--- src/rtl/seg_pkg.sv ---
// seg_pkg: segment encodings and bus bit positions shared by the scan driver and hex decoder
package seg_pkg;
  localparam logic [8:0] SEG_OFF = 9'h100;
  localparam int S = 8;
  localparam int P = 7;
  localparam logic [6:0] HEX_SEG [16] = '{
    7'h3F, 7'h06, 7'h5B, 7'h4F, 7'h66, 7'h6D, 7'h7D, 7'h07,
    7'h7F, 7'h6F, 7'h77, 7'h7C, 7'h39, 7'h5E, 7'h79, 7'h71
  };
endpackage

--- src/rtl/seg_hex_decode.sv ---
// seg_hex_decode: combinational hex nibble plus decimal point to PGFEDCBA
module seg_hex_decode
  import seg_pkg::*;
(
  input  logic [3:0] nibble,
  input  logic       dp,
  output logic [7:0] seg
);
  always_comb begin
    seg = {1'b0, HEX_SEG[nibble]};
    seg[P] = dp;
  end
endmodule

--- src/rtl/seg_scan_driver.sv ---
// seg_scan_driver: time-multiplexed DIGITS-digit 7-segment driver with frame-synchronous load
// Optional SEG_BLINK_EN adds a per-digit blink input toggling every 256 frames.
module seg_scan_driver
  import seg_pkg::*;
#(
  parameter int DIGITS      = 2,
  parameter int SLOT_CYCLES = 12000,
  parameter int DEAD_CYCLES = 2
) (
  input  logic                clk,
  input  logic                rst_n,
  input  logic                load,
  input  logic [4*DIGITS-1:0] value,
  input  logic [DIGITS-1:0]   dp,
  input  logic                lz_en,
`ifdef SEG_BLINK_EN
  input  logic [DIGITS-1:0]   blink,
`endif
  output logic                busy,
  output logic [8:0]          seg,
  output logic [DIGITS-1:0]   dig_sel
);
  localparam int CW = SLOT_CYCLES > 1 ? $clog2(SLOT_CYCLES) : 1;
  localparam int IW = DIGITS > 1 ? $clog2(DIGITS) : 1;
  logic [CW-1:0]       cnt;
  logic [IW-1:0]       idx;
  logic [4*DIGITS-1:0] pend_value, sh_value;
  logic [DIGITS-1:0]   pend_dp, sh_dp, zero_hi;
  logic                pend_lz, sh_lz;
  logic                wrap, frame, dead, lz_off, blink_off;
  logic [3:0]          nibble;
  logic [7:0]          dec;
  logic [8:0]          seg_d;
  assign wrap  = cnt == CW'(SLOT_CYCLES - 1);
  assign frame = wrap && idx == IW'(DIGITS - 1);
  assign dead  = cnt < CW'(DEAD_CYCLES);
  assign nibble = sh_value[4*idx +: 4];
  // zero_hi[i]: nibble i and every more-significant nibble are zero
  always_comb begin
    zero_hi = '0;
    for (int i = 0; i < DIGITS; i++) zero_hi[i] = (sh_value >> (4 * i)) == '0;
  end
  assign lz_off = sh_lz && idx != '0 && zero_hi[idx];
  seg_hex_decode u_dec (
    .nibble(nibble),
    .dp    (sh_dp[idx]),
    .seg   (dec)
  );
  always_comb begin
    seg_d = {1'b0, blink_off ? 8'h00 : lz_off ? {dec[P], 7'h00} : dec};
    seg_d[S] = 1'b0;
    if (dead) seg_d = SEG_OFF;
  end
  always_ff @(posedge clk) begin
    if (!rst_n) begin
      cnt        <= '0;
      idx        <= '0;
      busy       <= 1'b0;
      pend_value <= '0;
      pend_dp    <= '0;
      pend_lz    <= 1'b0;
      sh_value   <= '0;
      sh_dp      <= '0;
      sh_lz      <= 1'b0;
      seg        <= SEG_OFF;
      dig_sel    <= '0;
    end else begin
      cnt <= wrap ? '0 : cnt + 1'b1;
      if (wrap) idx <= frame ? '0 : idx + 1'b1;
      if (load) {pend_value, pend_dp, pend_lz} <= {value, dp, lz_en};
      if (frame && busy) {sh_value, sh_dp, sh_lz} <= {pend_value, pend_dp, pend_lz};
      busy    <= load || (busy && !frame);
      seg     <= seg_d;
      dig_sel <= dead ? '0 : DIGITS'(1) << idx;
    end
  end
`ifdef SEG_BLINK_EN
  logic [DIGITS-1:0] pend_blink, sh_blink;
  logic [7:0]        frame_cnt;
  logic              phase;
  always_ff @(posedge clk) begin
    if (!rst_n) begin
      pend_blink <= '0;
      sh_blink   <= '0;
      frame_cnt  <= '0;
      phase      <= 1'b0;
    end else begin
      if (load) pend_blink <= blink;
      if (frame && busy) sh_blink <= pend_blink;
      if (frame) frame_cnt <= frame_cnt + 8'd1;
      if (frame && frame_cnt == 8'hFF) phase <= ~phase;
    end
  end
  assign blink_off = phase && sh_blink[idx];
`else
  assign blink_off = 1'b0;
`endif
endmodule

--- config.mk ---
export PLATFORM = sky130hd
export DESIGN_NAME = seg_scan_driver
export DESIGN_NICKNAME = d
export VERILOG_FILES = /design/src/rtl/seg_pkg.sv /design/src/rtl/seg_hex_decode.sv /design/src/rtl/seg_scan_driver.sv
export SDC_FILE = /design/constraint.sdc
export NUM_CORES = 1
export LEC_CHECK = 0
export BUFFER_PORTS_ARGS = -buffer_cell sky130_fd_sc_hd__buf_2
export CELL_PAD_IN_SITES_DETAIL_PLACEMENT = 1
export CELL_PAD_IN_SITES_GLOBAL_PLACEMENT = 1
export CORE_UTILIZATION = 44
export DETAILED_ROUTE_END_ITERATION = 6
export PLACE_DENSITY_LB_ADDON = 0.05
export SLEW_MARGIN = 10
export SYNTH_ARGS = -nofsm -noshare
export SYNTH_HDL_FRONTEND = slang
export SYNTH_SLANG_ARGS = --single-unit
--- constraint.sdc ---
create_clock -name clk -period 2.15 [get_ports clk]
set_input_delay 0.645 -clock clk [delete_from_list [all_inputs] [get_ports clk]]
set_output_delay 0.645 -clock clk [all_outputs]
set_load 0.01 [all_outputs]
==> impl_metrics.env, run 1 <==
export IMPL_avgViaCountPerCell=5.20
export IMPL_fin_setup_tns_ps=0
export IMPL_drc=0
export IMPL_clock_sinks=49
export IMPL_synthesis_nets=246
export IMPL_gp_congestion=0.794
export IMPL_postCtsHoldBufs=0
export IMPL_drive_above_1_share_pct=18.0
export IMPL_drtIter0Drc=50
export IMPL_final_setup_worst_slack_ps=158
export IMPL_synth_async_reset_ratio_pct=0
export IMPL_hold_path_class="reg2reg"
export IMPL_crit_required_ps=2330
export IMPL_grt_pass1_vias=1608
export IMPL_path_max_fanout=15
export IMPL_grt_setup_unrepaired="false"
export IMPL_syn_inst=224
export IMPL_routedWlPerCell_um=14.7
export IMPL_syn_area_per_cell_um2=9.77
export IMPL_setup_viol=0
export IMPL_num_antenna_cells=0
export IMPL_die_x_um=72.5
export IMPL_fp_row_count=25
export IMPL_core_area_um2=4750
export IMPL_h_tree_depth=2
export IMPL_vias=1649
export IMPL_cts_buffers=5
export IMPL_routed_wl_um=4660
export IMPL_final_cell_mix="dfxtp_1, buf_2, nor2_1, mux2i_1, nand3_1"
export IMPL_io_buffers=25
export IMPL_slew_violations=0
export IMPL_dp_slack_ps=151
export IMPL_detailed_place_hpwl_um=3550
export IMPL_cts_tree="yes"
export IMPL_synthToLayoutAreaGrowth_pct=12.0
export IMPL_max_cap_violations=0
export IMPL_synth_edff_count=0
export IMPL_crit_path_end_kind="register"
export IMPL_num_io_pins=26
export IMPL_antenna_found_initial=0
export IMPL_die_h_um=72.5
export IMPL_relSlewSlack_pct=62.7
export IMPL_cts_path_max_buffers=2
export IMPL_period_minus_slack_ps=1990
export IMPL_yosys_warnings=0
export IMPL_final_common_cell="dfxtp_1"
export IMPL_initial_core_util_pct=46.0
export IMPL_fin_skew_ps=5.98
export IMPL_worstSkewPairLatency_ps=300
export IMPL_num_fill_cells=566
export IMPL_post_cts_buffers=0
export IMPL_hold_viol_final=0
export IMPL_hold_depth=2
export IMPL_worst_setup_path_start_kind="register"
export IMPL_grt_max_degree=21
export IMPL_cp_arrival_ps=2170
export IMPL_ant_nets=0
export IMPL_max_freq_ghz=0.502
export IMPL_netlist_cell_type_count=42
export IMPL_synth_seq_cells=49
export IMPL_grt_pass1_wl_um=7680
export IMPL_syn_area_um2=2190
export IMPL_cts_root_buffer_cell="clkbuf_8"
export IMPL_r2r_slack_ps=160
export IMPL_grt_use_total_pct=19.0
export IMPL_tightest_slew_ps=544
export IMPL_p_leak_nw=1.00
export IMPL_reg2reg_depth=4
export IMPL_die_area_um2=5260
export IMPL_min_period_over_period_pct=92.7
export IMPL_synth_ff_type="dfxtp_1"
export IMPL_p_total_mw=1.60
export IMPL_firstDrtPassIters=4
export IMPL_path_class="reg2reg"
export IMPL_cts_resized=0
export IMPL_cts_clk_slew_worst_paths_ps=90
export IMPL_ir_worst_vdd_mv=0.385
export IMPL_outcome="finished, final reports clean"
export IMPL_nets=271
export IMPL_overflow=0
export IMPL_power_density_nw_per_um2=652
export IMPL_yosysSeqAreaShare_pct=44.8
## metal layers
metal / GRT usage, % / vias to the layer above / wire length, µm
met5: 0 / - / 0
met4: 6.32 / 0 / 64
met3: 3.89 / 5 / 129
met2: 32.1 / 24 / 2350
met1: 24.2 / 790 / 2120
li1: - / 830 / -
## cell usage after synthesis (all sizes together), types with 5 or more instances
master,count,share of area [%]
dfxtp,49,45
nor2,21,3.6
mux2i,17,7.8
nand3,17,3.9
a21boi,11,3.8
nor2b,11,3.1
o21ai,11,2.5
xor2,9,3.6
ha,8,4.6
and2,7,2.0
buf,7,2.5
clkbuf,6,1.0
inv,5,0.86
nand2,5,0.86
## critical path, cell delays in order (launching register included)
cell     delay (ps)
dfxtp_1         390
or3_4           410
or4_4           630
nand2_1         340
nor2_1           90
## cell type report
class                           instances  area [µm²]  share of cell area [%]
Multi-Input combinational cell        157        1110                    45.3
Sequential cell                        49         981                    40.0
Tap cell                               67        83.8                    3.42
Clock inverter                          2        13.8                   0.562
Clock buffer                            6        72.6                    2.96
Timing Repair Buffer                   31         170                    6.94
Inverter                                5        18.8                   0.766
## cells by family after synthesis
family	after synthesis	synth area share, %
DFF	49	44.8
buffers and inverters	18	4.40
and+or+nand+nor	81	20.3
AOI/OAI and AO/OA	35	10.9
adders and majority gates	8	4.57
xor gates and xnor gates	13	5.20
muxes	20	9.83
## metrics by stage
stage | util (%) | hold slack [ps] | cells | area [µm²]
after floorplan | - | 426 | 224 | 2190
after global placement | 49.7 | 437 | 309 | 2360
after detailed placement | 49.7 | 462 | 309 | 2360
after CTS | 51.6 | 483 | 317 | 2450
after global routing | 51.6 | 490 | 317 | 2450
final | 51.6 | 479 | 317 | 2450
## where the power goes
group	leakage, nW	total, mW	internal [mW]	switching [mW]
Sequential	0.399	0.955	0.939	0.0164
Clock	0.0456	0.540	0.232	0.308
Combinational	0.557	0.104	0.0516	0.0522
Total	1.00	1.60	1.22	0.376
## worst paths after layout
check	from	end
worst max register to register	cnt[5]	cnt[5]
worst max-delay path	cnt[5]	cnt[5]
worst min-delay path	pend_value[1]	sh_value[1]
worst min register to register	pend_value[1]	sh_value[1]
## sequential cells by signal, indices dropped and copies added, names as in the netlist
register and count:
sh_lz 1, idx 1, sh_dp 2, sh_value 8, dig_sel 2, pend_value 8
pend_dp 2, cnt 14, pend_lz 1, busy 1, seg 9
Power figures use the tool's default switching activity.
==> run 2, diff against run 1 <==
- ABC_AREA: unset -> 1
- CORE_ASPECT_RATIO: unset -> 0.8
- CORE_UTILIZATION: 44 -> 41
==> run 2 against run 1 <==
The flow now finishes with violations (design-rule violations); total power increased by 3.1%; design area increased by 2.5%; worst hold slack got worse by 20 ps; die area increased by 9.4%; combinational power decreased by 5%; clock-buffer cell count unchanged; clock skew increased by 6.8 ps; register-to-register slack improved by 350 ps; flip-flop and latch count unchanged; clock power increased by 9.6%; worst setup slack improved by 350 ps; critical path depth increased by 4; critical endpoint is now seg[4]; largest cell class unchanged; highest routed layer unchanged.
==> impl_metrics.env, run 2 <==
export IMPL_synth_async_reset_ratio_pct=0
export IMPL_final_area_um2=2510
export IMPL_hold_path_class="reg2reg"
export IMPL_violations="design-rule violations"
export IMPL_drtIter0Drc=63
export IMPL_ys_top_cells_by_count="nor2_1, nand2_1, dfxtp_1"
export IMPL_initial_core_util_pct=43.6
export IMPL_setup_viol=0
export IMPL_grt_setup_unrepaired="false"
export IMPL_yosysTopAreaCellShare_pct=43.9
export IMPL_num_antenna_cells=0
export IMPL_cpPeakStageDelay_ps=440
export IMPL_io_buffers=25
export IMPL_cts_buffers=5
export IMPL_largest_reg_flops=14
export IMPL_core_area_um2=5120
export IMPL_vias=1936
export IMPL_detailed_place_hpwl_um=3760
export IMPL_syn_area_per_cell_um2=7.31
export IMPL_cts_root_buffer_cell="clkbuf_8"
export IMPL_top_regs="cnt (14), seg (9)"
export IMPL_worstSetupPathDepth=8
export IMPL_power_density_nw_per_um2=657
export IMPL_crit_buf_inv=3
export IMPL_relSlewSlack_pct=67.2
export IMPL_grt_pass1_vias=1791
export IMPL_max_cap_violations=0
export IMPL_critical_path_startpoint="idx"
export IMPL_ant_nets=0
export IMPL_yosys_warnings=0
export IMPL_num_fill_cells=692
export IMPL_antenna_found_initial=0
export IMPL_r2r_start="idx"
export IMPL_ir_worst_vdd_mv=0.315
export IMPL_synthesis_nets=328
export IMPL_cp_arrival_ps=1820
export IMPL_fp_row_count=23
export IMPL_synth_most_common_cell="nor2_1"
export IMPL_drc=2
export IMPL_grt_max_degree=22
export IMPL_hold_viol_final=0
export IMPL_ys_top_cells_by_area="dfxtp_1, nor2_1, nand2_1"
export IMPL_crit_path_end_kind="register"
export IMPL_crit_required_ps=2330
export IMPL_synth_ff_type="dfxtp_1"
export IMPL_postCtsHoldBufs=0
export IMPL_yosysSeqAreaShare_pct=43.9
export IMPL_routedWlPerCell_um=12.7
export IMPL_h_tree_depth=2
export IMPL_die_area_um2=5750
export IMPL_syn_inst=306
export IMPL_gp_congestion=0.804
export IMPL_nets=356
export IMPL_cts_resized=0
export IMPL_slowest_stage="dfxtp_1"
export IMPL_outcome="finished with violations"
export IMPL_worstSkewPairLatency_ps=310
export IMPL_die_x_um=84.6
export IMPL_post_cts_buffers=0
export IMPL_r2r_slack_ps=510
export IMPL_netlist_cell_type_count=29
export IMPL_worst_setup_path_start_kind="register"
export IMPL_grt_pass1_wl_um=8560
export IMPL_fin_skew_ps=12.8
export IMPL_clock_sinks=49
export IMPL_routed_wl_um=5050
export IMPL_slew_violations=0
export IMPL_cts_tree="yes"
export IMPL_critical_path_endpoint="seg[4]"
export IMPL_reg2reg_depth=8
export IMPL_cts_path_max_buffers=2
export IMPL_final_common_cell="nor2_1"
export IMPL_num_io_pins=26
export IMPL_drive_above_1_share_pct=17.6
export IMPL_path_max_fanout=9
export IMPL_max_freq_ghz=0.611
export IMPL_tightest_slew_ps=492
export IMPL_largest_register="cnt"
export IMPL_p_total_mw=1.65
export IMPL_cts_clk_slew_worst_paths_ps=100
export IMPL_timing_rr_end="seg[4]"
export IMPL_firstDrtPassIters=6
export IMPL_worstPathCellList="buf_4 -> inv_2 -> o21ai_2 -> inv_2 -> nor2_1 -> nand2_1 -> o21ai_0 -> nor2_1"
export IMPL_overflow=0
export IMPL_fin_setup_tns_ps=0
export IMPL_placed_area_um2=2410
export IMPL_syn_area_um2=2240
export IMPL_synth_seq_cells=49
export IMPL_min_period_over_period_pct=76.1
export IMPL_die_h_um=68.1
export IMPL_synth_top_area_cell="dfxtp_1"
export IMPL_period_minus_slack_ps=1640
export IMPL_grt_use_total_pct=19.0
export IMPL_final_cell_mix="nor2_1, nand2_1, dfxtp_1, inv_1, buf_2"
export IMPL_path_class="reg2reg"
export IMPL_critPathTopFamily="flip-flops"
export IMPL_p_leak_nw=1.19
export IMPL_synthToLayoutAreaGrowth_pct=12.4
export IMPL_synth_edff_count=0
export IMPL_avgViaCountPerCell=4.88
## run 2: cell types whose count changed after synthesis, moves of 5 or more
cell      change
xor2_1        -5
nand2_1      +56
nand3_1       -5
nor2_1       +48
a21oi_1      +11
inv_1        +22
o21ai_1       -9
nor2b_1      -11
a21boi_1      -9
mux2i_1      -17
inv_2         +5
o21ai_0      +18
and2_1        -7
## run 2: final cells by class
| cell class | count | area [µm²] | share of cell area, % |
|---|---|---|---|
| flip-flops and latches | 49 | 981 | 39.0 |
| multi-input cells | 215 | 1060 | 42.3 |
| clock buffers | 6 | 82.6 | 3.29 |
| well taps | 62 | 77.6 | 3.09 |
| repair buffers | 30 | 163 | 6.47 |
| clock inverters | 2 | 16.3 | 0.647 |
| inverters | 33 | 129 | 5.13 |
## run 2: layer usage
| layer | global-route usage [%] | up-vias | share of wire [%] |
|---|---|---|---|
| met1 | 27.2 | 883 | 55 |
| met5 | 0 | - | 0 |
| li1 | - | 1023 | - |
| met3 | 3.62 | 2 | 3.6 |
| met4 | 5.72 | 0 | 0.57 |
| met2 | 29.1 | 28 | 41 |
## run 2: per-stage QoR
step / cells / worst slack [ps] / hold WS (ps) / util (%)
finish: 397 / 513 / 459 / 49.0
global placement: 389 / 597 / 436 / 47.1
detailed placement: 389 / 555 / 448 / 47.1
CTS: 397 / 487 / 465 / 49.0
floorplan: 306 / 470 / 417 / -
global route: 397 / 320 / 504 / 49.0
## run 2: cell families (layout without fill, tap and decap cells)
logic type | Yosys count | count (layout) | share of synthesized area (%)
XOR/XNOR | 5 | 5 | 1.96
AND/OR/NAND/NOR | 163 | 163 | 31.6
AO/OA/AOI/OAI | 39 | 39 | 9.51
adder cells (fa/ha/maj) | 8 | 8 | 4.48
buffers and inverters | 42 | 71 | 8.56
flip-flops | 49 | 49 | 43.9
## run 2: where the power goes
| group | internal (mW) | total [mW] | switching, mW | leakage, nW |
|---|---|---|---|---|
| registers | 0.941 | 0.958 | 0.0172 | 0.400 |
| clock network | 0.265 | 0.592 | 0.327 | 0.0478 |
| logic | 0.0387 | 0.0988 | 0.0602 | 0.739 |
## run 2: worst min path at each step
stage | startpoint | endpoint | slack [ps] | cells past startpoint
5_1_grt | cnt[0] | cnt[0] | 500 | 1
6_report | cnt[0] | cnt[0] | 460 | 1
4_1_cts | cnt[0] | cnt[0] | 460 | 1
3_3_place_gp | cnt[0] | cnt[0] | 440 | 1
2_1_floorplan | cnt[0] | cnt[0] | 420 | 1
3_5_place_dp | cnt[0] | cnt[0] | 450 | 1
==> run 3, diff against run 2 <==
- CORE_UTILIZATION: 41 -> 37
- clock period: 2.15 -> 1.5 ns (I/O delays scaled with it)
==> run 3 against run 2 <==
The flow now finishes without violations; routed wire length rose by 3.9%; flip-flop and latch count did not move; global-route usage decreased by 1.3 points; clock-buffer cell count decreased by 1; die area is 11% higher; combinational power is 60% higher; sequential share of layout area shrank 3.7 points; via count increased by 1.7%; clock skew down 1.5 ps; clock power rose by 69%; sequential power up 44%; register-to-register slack lost 420 ps; critical endpoint is now sh_dp[1]; highest routed layer unchanged.
==> impl_metrics.env, run 3 (synthesis gave the netlist of run 2 again) <==
export IMPL_crit_required_ps=1710
export IMPL_grt_pass1_wl_um=8680
export IMPL_cts_buffers=5
export IMPL_placed_area_um2=2560
export IMPL_final_setup_worst_slack_ps=87.9
export IMPL_grt_setup_unrepaired="true"
export IMPL_hold_viol_final=0
export IMPL_path_max_fanout=6
export IMPL_final_area_um2=2800
export IMPL_grt_use_total_pct=17.6
export IMPL_routed_wl_um=5240
export IMPL_cts_root_buffer_cell="clkbuf_8"
export IMPL_final_cell_mix="nor2_1, nand2_1, dfxtp_1, inv_1, buf_2"
export IMPL_power_density_nw_per_um2=906
export IMPL_num_io_pins=26
export IMPL_multi_input_area_um2=1170
export IMPL_grt_pass1_vias=1824
export IMPL_r2r_slack_ps=90
export IMPL_drtIter0Drc=55
export IMPL_cp_arrival_ps=1630
export IMPL_core_area_um2=5650
export IMPL_fin_skew_ps=11.3
export IMPL_fp_row_count=24
export IMPL_max_freq_ghz=0.708
export IMPL_ant_nets=0
export IMPL_min_period_over_period_pct=94.1
export IMPL_path_class="reg2reg"
export IMPL_grt_max_degree=18
export IMPL_crit_path_end_kind="register"
export IMPL_ir_worst_vdd_mv=0.587
export IMPL_setup_viol=0
export IMPL_h_tree_depth=2
export IMPL_synthToLayoutAreaGrowth_pct=25.4
export IMPL_nets=376
export IMPL_firstDrtPassIters=4
export IMPL_worst_setup_path_start_kind="register"
export IMPL_drc=0
export IMPL_vias=1968
export IMPL_antenna_found_initial=0
export IMPL_die_x_um=88.9
export IMPL_final_common_cell="nor2_1"
export IMPL_cts_path_max_buffers=2
export IMPL_outcome="finished, final reports clean"
export IMPL_clock_sinks=49
export IMPL_largest_register="cnt"
export IMPL_io_buffers=25
export IMPL_drive_above_1_share_pct=26.8
export IMPL_avgViaCountPerCell=4.55
export IMPL_cts_tree="yes"
export IMPL_num_antenna_cells=0
export IMPL_period_minus_slack_ps=1410
export IMPL_relSlewSlack_pct=78.1
export IMPL_slew_violations=0
export IMPL_largest_reg_flops=14
export IMPL_hold_path_class="in2reg"
export IMPL_detailed_place_hpwl_um=3900
export IMPL_gp_congestion=0.762
export IMPL_dp_slack_ps=31.9
export IMPL_die_h_um=71.5
export IMPL_routedWlPerCell_um=12.1
export IMPL_num_fill_cells=771
export IMPL_initial_core_util_pct=39.6
export IMPL_overflow=0
export IMPL_max_cap_violations=0
export IMPL_die_area_um2=6360
export IMPL_top_regs="cnt (14), seg (9)"
export IMPL_p_leak_nw=1.32
export IMPL_tightest_slew_ps=328
export IMPL_seq_area_um2=990
export IMPL_worstSkewPairLatency_ps=300
export IMPL_p_total_mw=2.54
export IMPL_cts_clk_slew_worst_paths_ps=100
run 3: cell count changes in the layout (fill, tap and decap cells not counted), moves of 2 or more:
cell / before / now
buf_4: 5 / 24
dfxtp_1: 49 / 44
dfxtp_2: 0 / 4
ha_1: 8 / 6
nand3_4: 0 / 2
nor2_1: 69 / 62
nor2_2: 4 / 8
nor2_4: 1 / 4
o21ai_0: 20 / 18
run 3: path summary, 6_finish.rpt:
path              start       endpoint  cells past startpoint
max              cnt[0]       sh_dp[1]                      8
min            value[1]  pend_value[1]                      3
max reg2reg      cnt[0]       sh_dp[1]                      8
min reg2reg  pend_dp[1]       sh_dp[1]                      2
run 3: per-layer routing:
layer / global-route usage [%] / part of all wire [%] / vias to the layer above
met2: 25.6 / 42 / 26
met3: 3.80 / 2.9 / 2
met5: 0 / 0 / -
met1: 26.9 / 55 / 882
li1: - / - / 1058
met4: 3.23 / 0.36 / 0
run 3: power by group:
| group | internal [mW] | switching [mW] |
|---|---|---|
| Clock | 0.510 | 0.490 |
| Sequential | 1.35 | 0.0333 |
| Combinational | 0.0677 | 0.0899 |
run 3: critical path, cell delays in order, from the launching register on:
cell	delay, ps
dfxtp_2	370
ha_4	160
nand2_4	50
nor2_4	110
nand3b_4	90
nor2_4	190
nand3_4	170
nor2_2	140
nor2_1	50
run 3: timing repair:
item | in CTS | in global routing
buffers inserted | 0 | 2
endpoints found under the setup margin | 0 | 31
hold buffers | 0 | 0
resized for setup | 0 | 26
run 3: area by class of cell:
type | count | area share [%]
timing repair buffer | 49 | 10.9
clock buffer | 5 | 2.45
clock inverter | 3 | 1.70
sequential | 49 | 35.3
inverter | 33 | 4.60
tap | 78 | 3.48
multi-input combinational | 216 | 41.6
run 3: through the flow:
step	std cells	hold WS [ps]	util, %	setup TNS, ps
final	433	359	49.7	0
after global routing	433	373	49.7	-41.0
after detailed placement	422	473	45.4	0
after floorplan	306	417	-	-75.0
after global placement	422	468	45.4	0
after CTS	430	353	47.4	0
